**src/rtl/fpga_reg_bank.sv**
```systemverilog
// Parameterised register bank: working RW registers, live RO inputs, constant ID
// registers, and a shadow copy of the RW set updated only by transfer or soft reset.
module fpga_reg_bank #(
    parameter int unsigned DATA_SIZE = 8,
    parameter int unsigned ADDR_SIZE = 8,
    parameter int unsigned NUM_RW    = 4,
    parameter int unsigned NUM_RO    = 2,
    parameter int unsigned RW_BASE   = 'h10,
    parameter int unsigned RO_BASE   = 'h40,
    parameter logic [ADDR_SIZE-1:0] XFER_ADDR = '1,
    parameter logic [NUM_RW*DATA_SIZE-1:0] RW_DEFAULTS = '0,
    parameter int unsigned DEVICE_ID = 'h01,
    parameter int unsigned REVISION  = 'h00,
    parameter bit          AUTO_XFER = 1'b1
) (
    input  logic                        I_clk,
    input  logic                        I_rst_n,
    input  logic                        I_enable,
    input  logic                        I_wen,
    input  logic [ADDR_SIZE-1:0]        I_addr,
    input  logic [DATA_SIZE-1:0]        I_din,
    input  logic [NUM_RO*DATA_SIZE-1:0] I_ro,
    output logic [DATA_SIZE-1:0]        O_dout,
    output logic [NUM_RW*DATA_SIZE-1:0] O_regs,
    output logic                        O_xfer_pulse,
    output logic                        O_soft_reset
);

    localparam int unsigned RW_IDX_W = (NUM_RW > 1) ? $clog2(NUM_RW) : 1;
    localparam logic [ADDR_SIZE-1:0] CONFIG_ADDR   = ADDR_SIZE'(0);
    localparam logic [ADDR_SIZE-1:0] DEVICEID_ADDR = ADDR_SIZE'(1);
    localparam logic [ADDR_SIZE-1:0] REVISION_ADDR = ADDR_SIZE'(2);

    logic [DATA_SIZE-1:0] rw_q [NUM_RW];
    logic                 soft_pending;
    logic                 xfer_pending;
    logic                 enable_q;

    logic                 wr_en;
    logic                 rw_hit;
    logic [RW_IDX_W-1:0]  rw_idx;
    logic                 ro_hit;
    logic [DATA_SIZE-1:0] ro_data;
    logic                 soft_req;
    logic                 xfer_req;
    logic [7:0]           config_rd;

    // Address decode for the RW and RO windows
    always_comb begin
        rw_hit  = 1'b0;
        rw_idx  = '0;
        ro_hit  = 1'b0;
        ro_data = '0;
        for (int unsigned k = 0; k < NUM_RW; k++) begin
            if (I_addr == ADDR_SIZE'(RW_BASE + k)) begin
                rw_hit = 1'b1;
                rw_idx = RW_IDX_W'(k);
            end
        end
        for (int unsigned j = 0; j < NUM_RO; j++) begin
            if (I_addr == ADDR_SIZE'(RO_BASE + j)) begin
                ro_hit  = 1'b1;
                ro_data = I_ro[j*DATA_SIZE +: DATA_SIZE];
            end
        end
    end

    // Request detection: soft reset, explicit transfer, and auto transfer on enable fall
    always_comb begin
        wr_en    = I_enable & I_wen;
        soft_req = wr_en && (I_addr == CONFIG_ADDR) && (I_din[5] || I_din[2]);
        xfer_req = (wr_en && (I_addr == XFER_ADDR) && I_din[0])
                 || (AUTO_XFER && enable_q && !I_enable);
        config_rd = 8'h18 | {2'b00, soft_pending, 2'b00, soft_pending, 2'b00};
    end

    // Register state: soft reset outranks transfer; transfer captures pre-write values
    always_ff @(posedge I_clk or negedge I_rst_n) begin
        if (!I_rst_n) begin
            for (int unsigned k = 0; k < NUM_RW; k++) begin
                rw_q[k] <= RW_DEFAULTS[k*DATA_SIZE +: DATA_SIZE];
            end
            O_regs       <= RW_DEFAULTS;
            soft_pending <= 1'b0;
            xfer_pending <= 1'b0;
            enable_q     <= 1'b0;
            O_xfer_pulse <= 1'b0;
            O_soft_reset <= 1'b0;
        end else begin
            enable_q     <= I_enable;
            O_soft_reset <= soft_pending;
            O_xfer_pulse <= xfer_pending & ~soft_pending;
            if (soft_pending) begin
                for (int unsigned k = 0; k < NUM_RW; k++) begin
                    rw_q[k] <= RW_DEFAULTS[k*DATA_SIZE +: DATA_SIZE];
                end
                O_regs       <= RW_DEFAULTS;
                soft_pending <= 1'b0;
                xfer_pending <= 1'b0;
            end else begin
                soft_pending <= soft_req;
                xfer_pending <= xfer_req;
                if (xfer_pending) begin
                    for (int unsigned k = 0; k < NUM_RW; k++) begin
                        O_regs[k*DATA_SIZE +: DATA_SIZE] <= rw_q[k];
                    end
                end
                if (wr_en && rw_hit) begin
                    rw_q[rw_idx] <= I_din;
                end
            end
        end
    end

    // Combinational read mux; zero whenever the access is not enabled
    always_comb begin
        O_dout = '0;
        if (I_enable) begin
            if (I_addr == CONFIG_ADDR) begin
                O_dout = DATA_SIZE'(config_rd);
            end else if (I_addr == DEVICEID_ADDR) begin
                O_dout = DATA_SIZE'(DEVICE_ID);
            end else if (I_addr == REVISION_ADDR) begin
                O_dout = DATA_SIZE'(REVISION);
            end else if (rw_hit) begin
                O_dout = rw_q[rw_idx];
            end else if (ro_hit) begin
                O_dout = ro_data;
            end else if (I_addr == XFER_ADDR) begin
                O_dout = DATA_SIZE'(xfer_pending);
            end
        end
    end

endmodule

```
**config.mk**
```make
export PLATFORM = sky130hd
export DESIGN_NAME = fpga_reg_bank
export DESIGN_NICKNAME = d
export VERILOG_FILES = /design/src/rtl/fpga_reg_bank.sv
export SDC_FILE = /design/constraint.sdc
export NUM_CORES = 1
export LEC_CHECK = 0
export CORE_ASPECT_RATIO = 1.2
export CORE_MARGIN = 4
export CORE_UTILIZATION = 50
export CTS_CLUSTER_DIAMETER = 60
export DETAILED_ROUTE_END_ITERATION = 10
export PLACE_DENSITY_LB_ADDON = 0.08
export SYNTH_ARGS = -nofsm -noshare
export SYNTH_HDL_FRONTEND = slang
export SYNTH_SLANG_ARGS = --single-unit
```
**constraint.sdc**
```tcl
create_clock -name I_clk -period 3.39 [get_ports I_clk]
set_input_delay 0.678 -clock I_clk [delete_from_list [all_inputs] [get_ports I_clk]]
set_output_delay 0.678 -clock I_clk [all_outputs]
set_load 0.005 [all_outputs]
```
==> results of run 1 <==
==> stage by stage <==
stage	worst slack, ns	setup TNS (ns)	hold WS [ns]	instances
after CTS	0.0191	0	0.349	498
after detailed placement	-0.366	-2.46	0.508	483
after floorplan	0.529	0	0.382	308
after global placement	-0.316	-2.09	0.501	483
after global routing	0.00516	0	0.345	499
final	0.0298	0	0.339	499
==> cell families after synthesis <==
| logic type | count (synthesis) |
|---|---|
| compound gates | 27 |
| mux | 75 |
| buf+inv | 19 |
| flops | 69 |
| simple gates | 118 |
==> how the worst max path moves through the flow <==
stage	end	from	depth (start not counted)	slack (ns)
4_1_cts	O_dout[2]	I_addr[0]	9	0.02
3_5_place_dp	O_dout[1]	I_addr[2]	6	-0.37
5_1_grt	O_dout[2]	I_addr[0]	9	0.005
6_report	O_dout[4]	I_addr[0]	6	0.03
3_3_place_gp	O_dout[1]	I_addr[2]	6	-0.32
2_1_floorplan	O_dout[1]	I_addr[2]	5	0.53
==> sequential cells by signal, indices dropped and copies added, names as in the netlist <==
register	count
enable_q	1
O_soft_reset	1
O_regs	32
rw_q	32
O_xfer_pulse	1
xfer_pending	1
soft_pending	1
==> routing by layer <==
layer,vias to the layer above,track usage (%),wire (um),part of all wire (%)
met5,-,0,0,0
met4,0,9.06,186,2.1
met3,16,6.22,598,6.8
met2,106,33.8,3940,45
met1,1325,33.3,4080,46
li1,1287,-,-,-
==> repair_timing <==
action | in CTS | in global routing
gates resized for setup | 19 | 9
buffers inserted | 0 | 1
pin swaps | 5 | 2
setup endpoints to repair | 8 | 5
==> cells in the final DEF (no fill, tap or decap), types with 2 or more instances in the layout <==
cell,synthesis,routed
o221a_2,2,2
a211oi_2,0,3
a221o_1,2,2
nor3_2,0,2
or4_4,0,2
nand3_1,4,4
nand4_1,3,3
mux4_2,2,2
buf_4,1,31
nor4_4,2,2
dlygate4sd2_1,0,6
a21o_1,2,2
nor2_1,75,75
nor4_2,0,2
clkbuf_1,13,3
and3_1,2,2
mux2i_2,0,2
nor2b_2,0,2
mux2i_1,68,66
a211oi_1,6,2
clkbuf_8,0,10
clkdlybuf4s50_1,0,70
o22ai_1,3,3
nand2_1,10,10
mux2_2,5,5
nor2b_1,4,2
dfrtp_2,0,2
o21a_1,2,2
a21oi_1,4,4
nand2b_1,4,3
dfrtp_1,69,67
==> critical path, cell delays in order <==
cell,delay (ns)
clkdlybuf4s50_1,0.45
buf_4,0.16
mux4_2,0.53
and3_1,0.22
o21a_1,0.19
clkdlybuf4s50_1,0.44
==> power by group through the flow <==
| stage | Sequential (W) | Combinational (W) | Clock (W) |
|---|---|---|---|
| floorplan | 0.000877 | 0.0000743 | 0 |
| global placement | 0.000880 | 0.000204 | 0 |
| detailed placement | 0.000880 | 0.000205 | 0 |
| CTS | 0.000865 | 0.000210 | 0.000664 |
| global route | 0.000868 | 0.000231 | 0.000703 |
| finish | 0.000865 | 0.000214 | 0.000644 |
==> area by class of cell <==
class                           instances  share of cell area [%]
Clock buffer                           13                    3.18
Clock inverter                          2                   0.747
Multi-Input combinational cell        220                    35.0
Sequential cell                        69                    36.9
Tap cell                               85                    2.27
Timing Repair Buffer                  110                    21.9
==> summary.md, run 1 <==
| Metric | Value |
|---|---|
| FILL cells | `489` |
| Antenna violations before repair | `0` |
| Max Clk Rate | `298 MHz` |
| Final period util | `99.1%` |
| Remaining DRCs | `0` |
| Reg area | `1730 um^2` |
| Mapped Area | `3350 um^2` |
| DRT iter0 DRCs | `165` |
| Worst R2R Start | `xfer_pending$_DFF_PN0_` |
| Tot GR Track Use | `23.4%` |
| Worst slew margin | `55.7%` |
| Xor and xnor area share after synthesis | `0%` |
| Synth top cells by count | `75 x nor2_1, 69 x dfrtp_1, 68 x mux2i_1` |
| MaxCap Viol Count | `0` |
| Internal power | `0.00132 W` |
| Site row count | `32` |
| Combinational Power Share | `12.4%` |
| CTS Buffer Depth | `2` |
| Initial Util | `51.7%` |
| Clock sinks | `69` |
| Dpl hpwl | `6070 um` |
| Critical-path maximum fanout | `4` |
| Number of synthesized flops with an enable pin | `0` |
| First-pass GRT wire length | `14200 um` |
| Die Y | `97.7 um` |
| Final hold vios | `0` |
| Register share of total power | `50.2%` |
| Main flop type after synthesis | `dfrtp_1` |
| Synth Area in Compound Gates | `6.24%` |
| I/O pin total | `78` |
| Die ar. | `8080 um^2` |
| TritonRoute pass-1 iters | `4` |
| Vias | `2734` |
| RSZ-0062 raised after global routing | `no` |
| Placed cell area | `4400 um^2` |
| DIE WIDTH | `82.7 um` |
| Syn. warnings | `0` |
| Power, Total | `0.00172 W` |
| Dominant cells by area after synthesis | `dfrtp_1 52%, mux2i_1 20%, nor2_1 8.4%` |
| Vias in the first global route | `2780` |
| Switching share of power | `23.5%` |
| Root Buffer | `clkbuf_8` |
| Yosys reg bits | `69` |
| P per Cell Area | `367 nW/um^2` |
| Critical Path RT | `2.71 ns` |
| Post-synth top area share | `51.5%` |
| Layout cells sized above 1 | `18.8%` |
| N_diodes | `0` |
| H-tree levels | `3` |
| Total routed wirelength | `8810 um` |
| Hold_buf cts | `0` |
| CP Capture Type | `primary output` |
| Clock power share | `37.4%` |
| Syn_nets | `344` |
| Placer Congestion | `0.926` |
| Worst slew pin tran | `0.665 ns` |
| Seq/Total Area, Yosys | `51.5%` |
| Syn Area/Cell | `10.9 um^2` |
| Setup violators final | `0` |
| Footprint of the multi-input gates | `1640 um^2` |
| Simple-Gate Fraction of Synth Area | `16.6%` |
| Largest net degree at the start of global routing | `70` |
| Status | `finished, final reports clean` |
| Core area | `6490 um^2` |
| P&R area growth vs syn | `39.9%` |
| R2R Path End | `O_regs[23]$_DFFE_PN0P_` |
| Clock Pin Slew Worst Setup and Hold Paths | `0.07 ns` |
| Reg-to-reg setup timing slack | `2.08 ns` |
| Peak supply drop | `0.314 mV` |
| Adder-Cell Fraction of Synth Area | `0%` |
| Vias per cell | `5.48` |
| IO Port Bufs | `77` |
| DRT antenna net count | `0` |
| Worst path arrival time | `2.68 ns` |
| CTS tree | `done` |
| Async S/R FF share, synth | `100%` |
| Psw | `0.000405 W` |
| Proportion of synthesized area in mux cells | `23.3%` |
| R2R depth | `3` |
| Area leader, netlist | `dfrtp_1` |
| Fin nets | `446` |
| Worst Skew | `0.0118 ns` |
| Synth unique cells | `39` |
| Routed wire per std cell | `17.7 um` |
| Fin. max-slew vios | `0` |
| CP Launch Type | `input port` |
| Congestion Overflow GR | `0` |
| Most numerous cell in the Yosys netlist | `nor2_1` |
| Hold Crit Class | `input port to async pin` |
| Pleak | `2.27 nW` |
| Fin util | `72.3%` |
| Mapped Cells | `308` |
| CTS buffer count | `9` |
| Design Area, Final | `4690 um^2` |
| Worst-Skew Late Latency | `0.34 ns` |
| Shortest period the worst path allows | `3.36 ns` |
| Class of the most critical setup path | `input port to primary output` |
| Combinational family with the most area after synthesis | `multiplexers` |
Note: power is estimated with default switching activity, not from simulation.
==> run 2, diff against run 1 <==
--- a/config.mk
+++ b/config.mk
@@ -7,10 +7,11 @@
 export LEC_CHECK = 0
 export CORE_ASPECT_RATIO = 1.2
 export CORE_MARGIN = 4
-export CORE_UTILIZATION = 50
+export CORE_UTILIZATION = 45
 export CTS_CLUSTER_DIAMETER = 60
 export DETAILED_ROUTE_END_ITERATION = 10
 export PLACE_DENSITY_LB_ADDON = 0.08
+export SETUP_SLACK_MARGIN = 0.02
 export SYNTH_ARGS = -nofsm -noshare
 export SYNTH_HDL_FRONTEND = slang
 export SYNTH_SLANG_ARGS = --single-unit
==> constraint.sdc (replaced) <==
create_clock -name I_clk -period 3 [get_ports I_clk]
set_input_delay 0.6 -clock I_clk [delete_from_list [all_inputs] [get_ports I_clk]]
set_output_delay 0.6 -clock I_clk [all_outputs]
set_load 0.005 [all_outputs]
==> run 2 against run 1 <==
  * Wire length up 4.9%
  * Clock skew shrank 0.0045 ns
  * Final cell count rose by 2.8%
  * Sequential cell count did not move
  * Sequential power up 13%
  * Critical endpoint is now O_dout[1]
  * Core utilization shrank 5.1 points
  * First-iteration DRC count fell by 23%
  * Critical path depth up 1
  * Clock-buffer cell count down 4
  * Power up 19%
==> summary.md, run 2 (synthesized netlist as in run 1, its figures left out) <==
| Metric | Value |
|---|---|
| Vias | `2794 (+2.2%)` |
| TritonRoute pass-1 iters | `4 (unchanged)` |
| Dpl ws | `-0.644 ns (-0.279 ns)` |
| Footprint of the multi-input gates | `1700 um^2 (+3.2%)` |
| Initial Util | `46.3% (-5.3 points)` |
| Slowest CP cell | `or4_4` |
| Die ar. | `8900 um^2 (+10%)` |
| CTS buffer count | `9 (unchanged)` |
| DRT iter0 DRCs | `127 (-23%)` |
| Setup tns final | `0 ns (unchanged)` |
| Shortest period the worst path allows | `2.95 ns` |
| Congestion Overflow GR | `0 (unchanged)` |
| CTS Buffer Depth | `2 (unchanged)` |
| P&R area growth vs syn | `44.9%` |
| Critical-path maximum fanout | `4 (unchanged)` |
| R2R depth | `3 (unchanged)` |
| Die Y | `103 um (+5.0%)` |
| Total routed wirelength | `9250 um (+4.9%)` |
| CP Launch Type | `input port` |
| Final period util | `98.4%` |
| RSZ-0062 raised after global routing | `no` |
| Worst R2R Start | `xfer_pending$_DFF_PN0_` |
| Most common cell after layout, fill and taps aside | `nor2_1` |
| Max Clk Rate | `339 MHz` |
| H-tree levels | `3 (unchanged)` |
| Final WS setup | `0.0479 ns (+0.0182 ns)` |
| IO Port Bufs | `77 (unchanged)` |
| Clock Pin Slew Worst Setup and Hold Paths | `0.08 ns (about the same)` |
| Dpl hpwl | `6390 um (+5.3%)` |
| Fin. max-slew vios | `0 (unchanged)` |
| P per Cell Area | `424 nW/um^2 (+15%)` |
| CP peak stage delay | `0.57 ns (+0.04 ns)` |
| Crit-path cells | `dlygate4sd2_1 -> buf_4 -> or4_4 -> a211oi_2 -> nor2b_1 -> a221o_1 -> dlygate4sd2_1` |
| Remaining DRCs | `0 (unchanged)` |
| First-pass GRT wire length | `15000 um (+5.4%)` |
| Routed wire per std cell | `18.0 um (+2.1%)` |
| Most frequent cells in the layout | `74 x nor2_1, 67 x dfrtp_1, 66 x mux2i_1` |
| I/O pin total | `78 (unchanged)` |
| N_diodes | `0 (unchanged)` |
| CP Launch Point | `I_addr[3]` |
| Hold_buf cts | `0 (unchanged)` |
| Worst Skew | `0.00724 ns (-0.00455 ns)` |
| Layout cells sized above 1 | `23.9% (+5.0 points)` |
| Setup violators final | `0 (unchanged)` |
| Worst path arrival time | `2.35 ns (-0.33 ns)` |
| Final hold vios | `0 (unchanged)` |
| Post-Layout Cell Count | `513 (+2.8%)` |
| CP Capture Type | `primary output` |
| R2R Path End | `O_regs[4]$_DFFE_PN0P_` |
| Critical path's most frequent cell | `dlygate4sd2_1` |
| Reg-to-reg setup timing slack | `1.69 ns (-0.39 ns)` |
| DIE WIDTH | `86.8 um (+4.9%)` |
| Class of the most critical setup path | `input port to primary output` |
| Worst-Skew Late Latency | `0.34 ns (about the same)` |
| FILL cells | `601 (+23%)` |
| Hold Crit Class | `input port to async pin` |
| Largest net degree at the start of global routing | `70 (unchanged)` |
| Critical Path RT | `2.40 ns (-0.31 ns)` |
| Antenna violations before repair | `0 (unchanged)` |
| Placer Congestion | `0.946 (+2.1%)` |
| Vias per cell | `5.45 (-0.59%)` |
| Worst slew pin tran | `0.692 ns (+0.0269 ns)` |
| Status | `finished, final reports clean` |
| MaxCap Viol Count | `0 (unchanged)` |
| Power, Total | `0.00206 W (+19%)` |
| DRT antenna net count | `0 (unchanged)` |
| Fin nets | `454 (+1.8%)` |
| Vias in the first global route | `2917 (+4.9%)` |
| Clock sinks | `69 (unchanged)` |
| Worst slew margin | `53.9% (-1.8 points)` |
| Core area | `7230 um^2 (+11%)` |
| Largest registers | `O_regs x32, rw_q x32` |
| Pleak | `2.34 nW (+3.2%)` |
| DP Cell Count | `492 (+1.9%)` |
| Reg area | `1730 um^2 (unchanged)` |
| Root Buffer | `clkbuf_8` |
| CTS tree | `done` |
| Site row count | `34 (+6.3%)` |
| Peak supply drop | `0.296 mV (-5.7%)` |
| Tot GR Track Use | `22.1% (-1.2 points)` |
==> run 2: cell count changes in the layout (fill, tap and decap cells not counted), moves of 2 or more <==
cell	change
buf_6	+3
a211oi_1	-2
a211oi_2	+3
clkdlybuf4s50_1	-7
inv_6	+2
clkbuf_1	-3
clkinvlp_4	+2
and3_4	+2
and3_1	-2
buf_4	+4
clkbuf_2	+2
==> run 2: repair_timing <==
| item | in CTS | in global routing |
|---|---|---|
| setup endpoints to repair | 8 | 6 |
| setup buffers | 5 | 0 |
| resized for setup | 44 | 16 |
| gates cloned | 0 | 0 |
| pin swaps | 12 | 5 |
==> run 2: per-layer routing <==
layer  track usage (%)  up-vias  wire [um]
met5                 0        -          0
li1                  -     1314          -
met1              29.5     1376       4160
met2              35.2       89       4360
met3              4.64       15        529
met4              9.47        0        197
==> run 2: area by class of cell <==
cell class              count  share of cell area, %
clock buffers               9                   2.55
well taps                  90                   2.32
multi-input cells         220                   34.9
clock inverters             7                   2.01
repair buffers            118                   22.6
flip-flops and latches     69                   35.6
==> run 2: worst max-delay path: cells and delay by family <==
kind            cells  cell delay, ns
simple gates        2            0.75
compound gates      2            0.37
buf+inv             3            0.63
==> run 2: power breakdown <==
group / leakage [nW] / switching, W / internal, W / total, W
sequential: 0.951 / 0.0000204 / 0.000958 / 0.000978
combinational: 1.29 / 0.000117 / 0.000131 / 0.000249
clock: 0.106 / 0.000360 / 0.000472 / 0.000832
total: 2.34 / 0.000498 / 0.00156 / 0.00206
==> run 2: how the worst max path moves through the flow <==
stage / to / slack [ns] / cells past startpoint
after floorplan: O_dout[1] / 0.30 / 5
after global placement: O_dout[1] / -0.55 / 6
after detailed placement: O_dout[2] / -0.64 / 6
after CTS: O_dout[5] / 0.04 / 7
after global routing: O_dout[0] / 0.01 / 7
final: O_dout[1] / 0.05 / 7
==> run 2: metrics by stage <==
step	util, %	area, um^2	hold slack [ns]
6_report	67.1	4860	0.256
5_1_grt	67.1	4860	0.279
4_1_cts	66.6	4810	0.260
3_5_place_dp	61.5	4450	0.510
3_3_place_gp	61.5	4450	0.495
2_1_floorplan	-	3350	0.304
==> run 3, diff against run 2 <==
--- a/config.mk
+++ b/config.mk
@@ -7,7 +7,7 @@
 export LEC_CHECK = 0
 export CORE_ASPECT_RATIO = 1.2
 export CORE_MARGIN = 4
-export CORE_UTILIZATION = 45
+export CORE_UTILIZATION = 35
 export CTS_CLUSTER_DIAMETER = 60
 export DETAILED_ROUTE_END_ITERATION = 10
 export PLACE_DENSITY_LB_ADDON = 0.08
==> run 3 against run 2 <==
  * Critical path depth up 1
  * Clock skew is 0.0018 ns lower
  * Maximum frequency decreased by 0.22%
  * Combinational power grew 2%
  * First-iteration DRC count rose by 16%
  * Power fell by 2.9%
  * Core utilization shrank 14 points
  * Global-route usage is 3.9 points lower
  * Sequential cell count unchanged
  * Cell area up 0.80%
  * Critical path type unchanged
==> summary.md, run 3 (synthesized netlist as in run 1, its figures left out) <==
| Metric | Value |
|---|---|
| Fin. max-slew vios | `0 (unchanged)` |
| Vias in the first global route | `2912 (-0.17%)` |
| Final period util | `98.6% (+0.22 points)` |
| Setup violators final | `0 (unchanged)` |
| Setup tns final | `0 ns (unchanged)` |
| Die Y | `115 um (+12%)` |
| CTS buffer count | `9 (unchanged)` |
| Congestion Overflow GR | `0 (unchanged)` |
| Internal power | `0.00148 W (-5.3%)` |
| Worst path arrival time | `2.36 ns (about the same)` |
| DP Cell Count | `525 (+6.7%)` |
| Placer Congestion | `0.847 (-11%)` |
| Routed wire per std cell | `18.1 um (+0.28%)` |
| Clock Pin Slew Worst Setup and Hold Paths | `0.08 ns (about the same)` |
| Clock power share | `38.4% (-2.0 points)` |
| Shortest period the worst path allows | `2.96 ns (+0.00663 ns)` |
| Most common cell after layout, fill and taps aside | `nor2_1` |
| Combinational Power Share | `12.7% (+0.6 points)` |
| Fin util | `53.3% (-14 points)` |
| Most frequent cells in the layout | `74 x nor2_1, 67 x dfrtp_1, 66 x mux2i_1` |
| First-pass GRT wire length | `15900 um (+6.2%)` |
| Max Clk Rate | `338 MHz (-0.22%)` |
| Final hold vios | `0 (unchanged)` |
| Root Buffer | `clkbuf_8` |
| CTS Buffer Depth | `2 (unchanged)` |
| Critical-path maximum fanout | `4 (unchanged)` |
| Initial Util | `36.5% (-9.8 points)` |
| Tot GR Track Use | `18.3% (-3.9 points)` |
| Worst slew margin | `51.1% (-2.7 points)` |
| Hold Crit Class | `input port to async pin` |
| Register share of total power | `48.9% (+1.4 points)` |
| Design Area, Final | `4890 um^2 (+0.80%)` |
| I/O pin total | `78 (unchanged)` |
| RSZ-0062 raised after global routing | `yes` |
| Total routed wirelength | `9870 um (+6.7%)` |
| Hold_buf cts | `0 (unchanged)` |
| Psw | `0.000522 W (+4.9%)` |
| Remaining DRCs | `0 (unchanged)` |
| CTS tree | `done` |
| Largest net degree at the start of global routing | `68 (-2.9%)` |
| Clock sinks | `69 (unchanged)` |
| P&R area growth vs syn | `46.1%` |
| Largest registers | `O_regs x32, rw_q x32` |
| IO Port Bufs | `77 (unchanged)` |
| N_diodes | `0 (unchanged)` |
| DRT antenna net count | `0 (unchanged)` |
| MaxCap Viol Count | `0 (unchanged)` |
| Placed cell area | `4520 um^2 (+1.6%)` |
| Site row count | `38 (+12%)` |
| CP Launch Type | `input port` |
| Fin nets | `457 (+0.66%)` |
| Worst slew pin tran | `0.733 ns (+0.0412 ns)` |
| Worst-Skew Late Latency | `0.35 ns (about the same)` |
| Vias | `2751 (-1.5%)` |
| Switching share of power | `26.1% (+1.9 points)` |
| Peak supply drop | `0.245 mV (-17%)` |
| Post-Layout Cell Count | `546 (+6.4%)` |
| DIE WIDTH | `97.3 um (+12%)` |
| Antenna violations before repair | `0 (unchanged)` |
| Pleak | `2.35 nW (+0.13%)` |
| Class of the most critical setup path | `input port to primary output` |
| DRT iter0 DRCs | `147 (+16%)` |
| Worst Skew | `0.00540 ns (-0.00184 ns)` |
| Final WS setup | `0.0413 ns (-0.00663 ns)` |
| Die ar. | `11200 um^2 (+26%)` |
| Status | `finished, final reports clean` |
| P per Cell Area | `408 nW/um^2 (-3.6%)` |
| TritonRoute pass-1 iters | `4 (unchanged)` |
| CP Capture Type | `primary output` |
| Core area | `9180 um^2 (+27%)` |
| Layout cells sized above 1 | `24.2% (+0.30 points)` |
| H-tree levels | `3 (unchanged)` |
| Dpl ws | `-0.649 ns (-0.00475 ns)` |
| Vias per cell | `5.04 (-7.5%)` |
| Critical Path RT | `2.40 ns (about the same)` |
| Dpl hpwl | `6830 um (+6.9%)` |
-- run 3: stage by stage --
stage / power (W) / hold WS (ns)
5_1_grt: 0.00209 / 0.323
3_5_place_dp: 0.00124 / 0.508
2_1_floorplan: 0.00107 / 0.304
3_3_place_gp: 0.00124 / 0.503
6_report: 0.00200 / 0.305
4_1_cts: 0.00202 / 0.310
-- run 3: repair_timing --
action	CTS	global route
hold endpoints to repair	0	0
setup buffers	5	0
endpoints found under the setup margin	8	8
gates resized for setup	44	12
pin swaps	8	6
-- run 3: worst paths after layout --
kind / depth (start not counted) / end / slack (ns) / start
max reg2reg: 3 / O_regs[11]$_DFFE_PN0P_ / 1.68 / xfer_pending$_DFF_PN0_
max in group asynchronous: 2 / xfer_pending$_DFF_PN0_ / 2.02 / I_rst_n
min reg2reg: 2 / O_regs[12]$_DFFE_PN0P_ / 0.53 / O_regs[12]$_DFFE_PN0P_
min in group I_clk: 2 / O_regs[12]$_DFFE_PN0P_ / 0.53 / O_regs[12]$_DFFE_PN0P_
min: 1 / O_xfer_pulse$_DFF_PN0_ / 0.30 / I_rst_n
max: 8 / O_dout[0] / 0.04 / I_addr[7]
-- run 3: worst max-delay path, cell delays in order --
cell and delay [ns]:
dlygate4sd2_1 0.25, buf_4 0.15, or4_4 0.60, buf_4 0.17, nor2_2 0.12, o221ai_2 0.12
a21oi_2 0.13, clkdlybuf4s15_1 0.22
-- run 3: power groups by stage --
stage	registers [W]	clock network, W	logic, W
floorplan	0.000991	0	0.0000840
global placement	0.000995	0	0.000241
detailed placement	0.000996	0	0.000242
CTS	0.000978	0.000792	0.000253
global route	0.000982	0.000836	0.000276
finish	0.000978	0.000768	0.000254
-- run 3: layout make-up --
class | count | area [um^2]
Fill cell | 839 | 4280
Sequential cell | 69 | 1730
Multi-Input combinational cell | 220 | 1680
Timing Repair Buffer | 121 | 1130
Tap cell | 120 | 150
Clock buffer | 9 | 124
Clock inverter | 7 | 76.3
-- run 3: per-layer routing --
layer	share of wire, %	global-route usage [%]	vias up
met5	0	0	-
met2	47	28.7	83
met4	1.9	5.82	0
met1	47	25.3	1338
met3	4.5	4.25	14
li1	-	-	1316
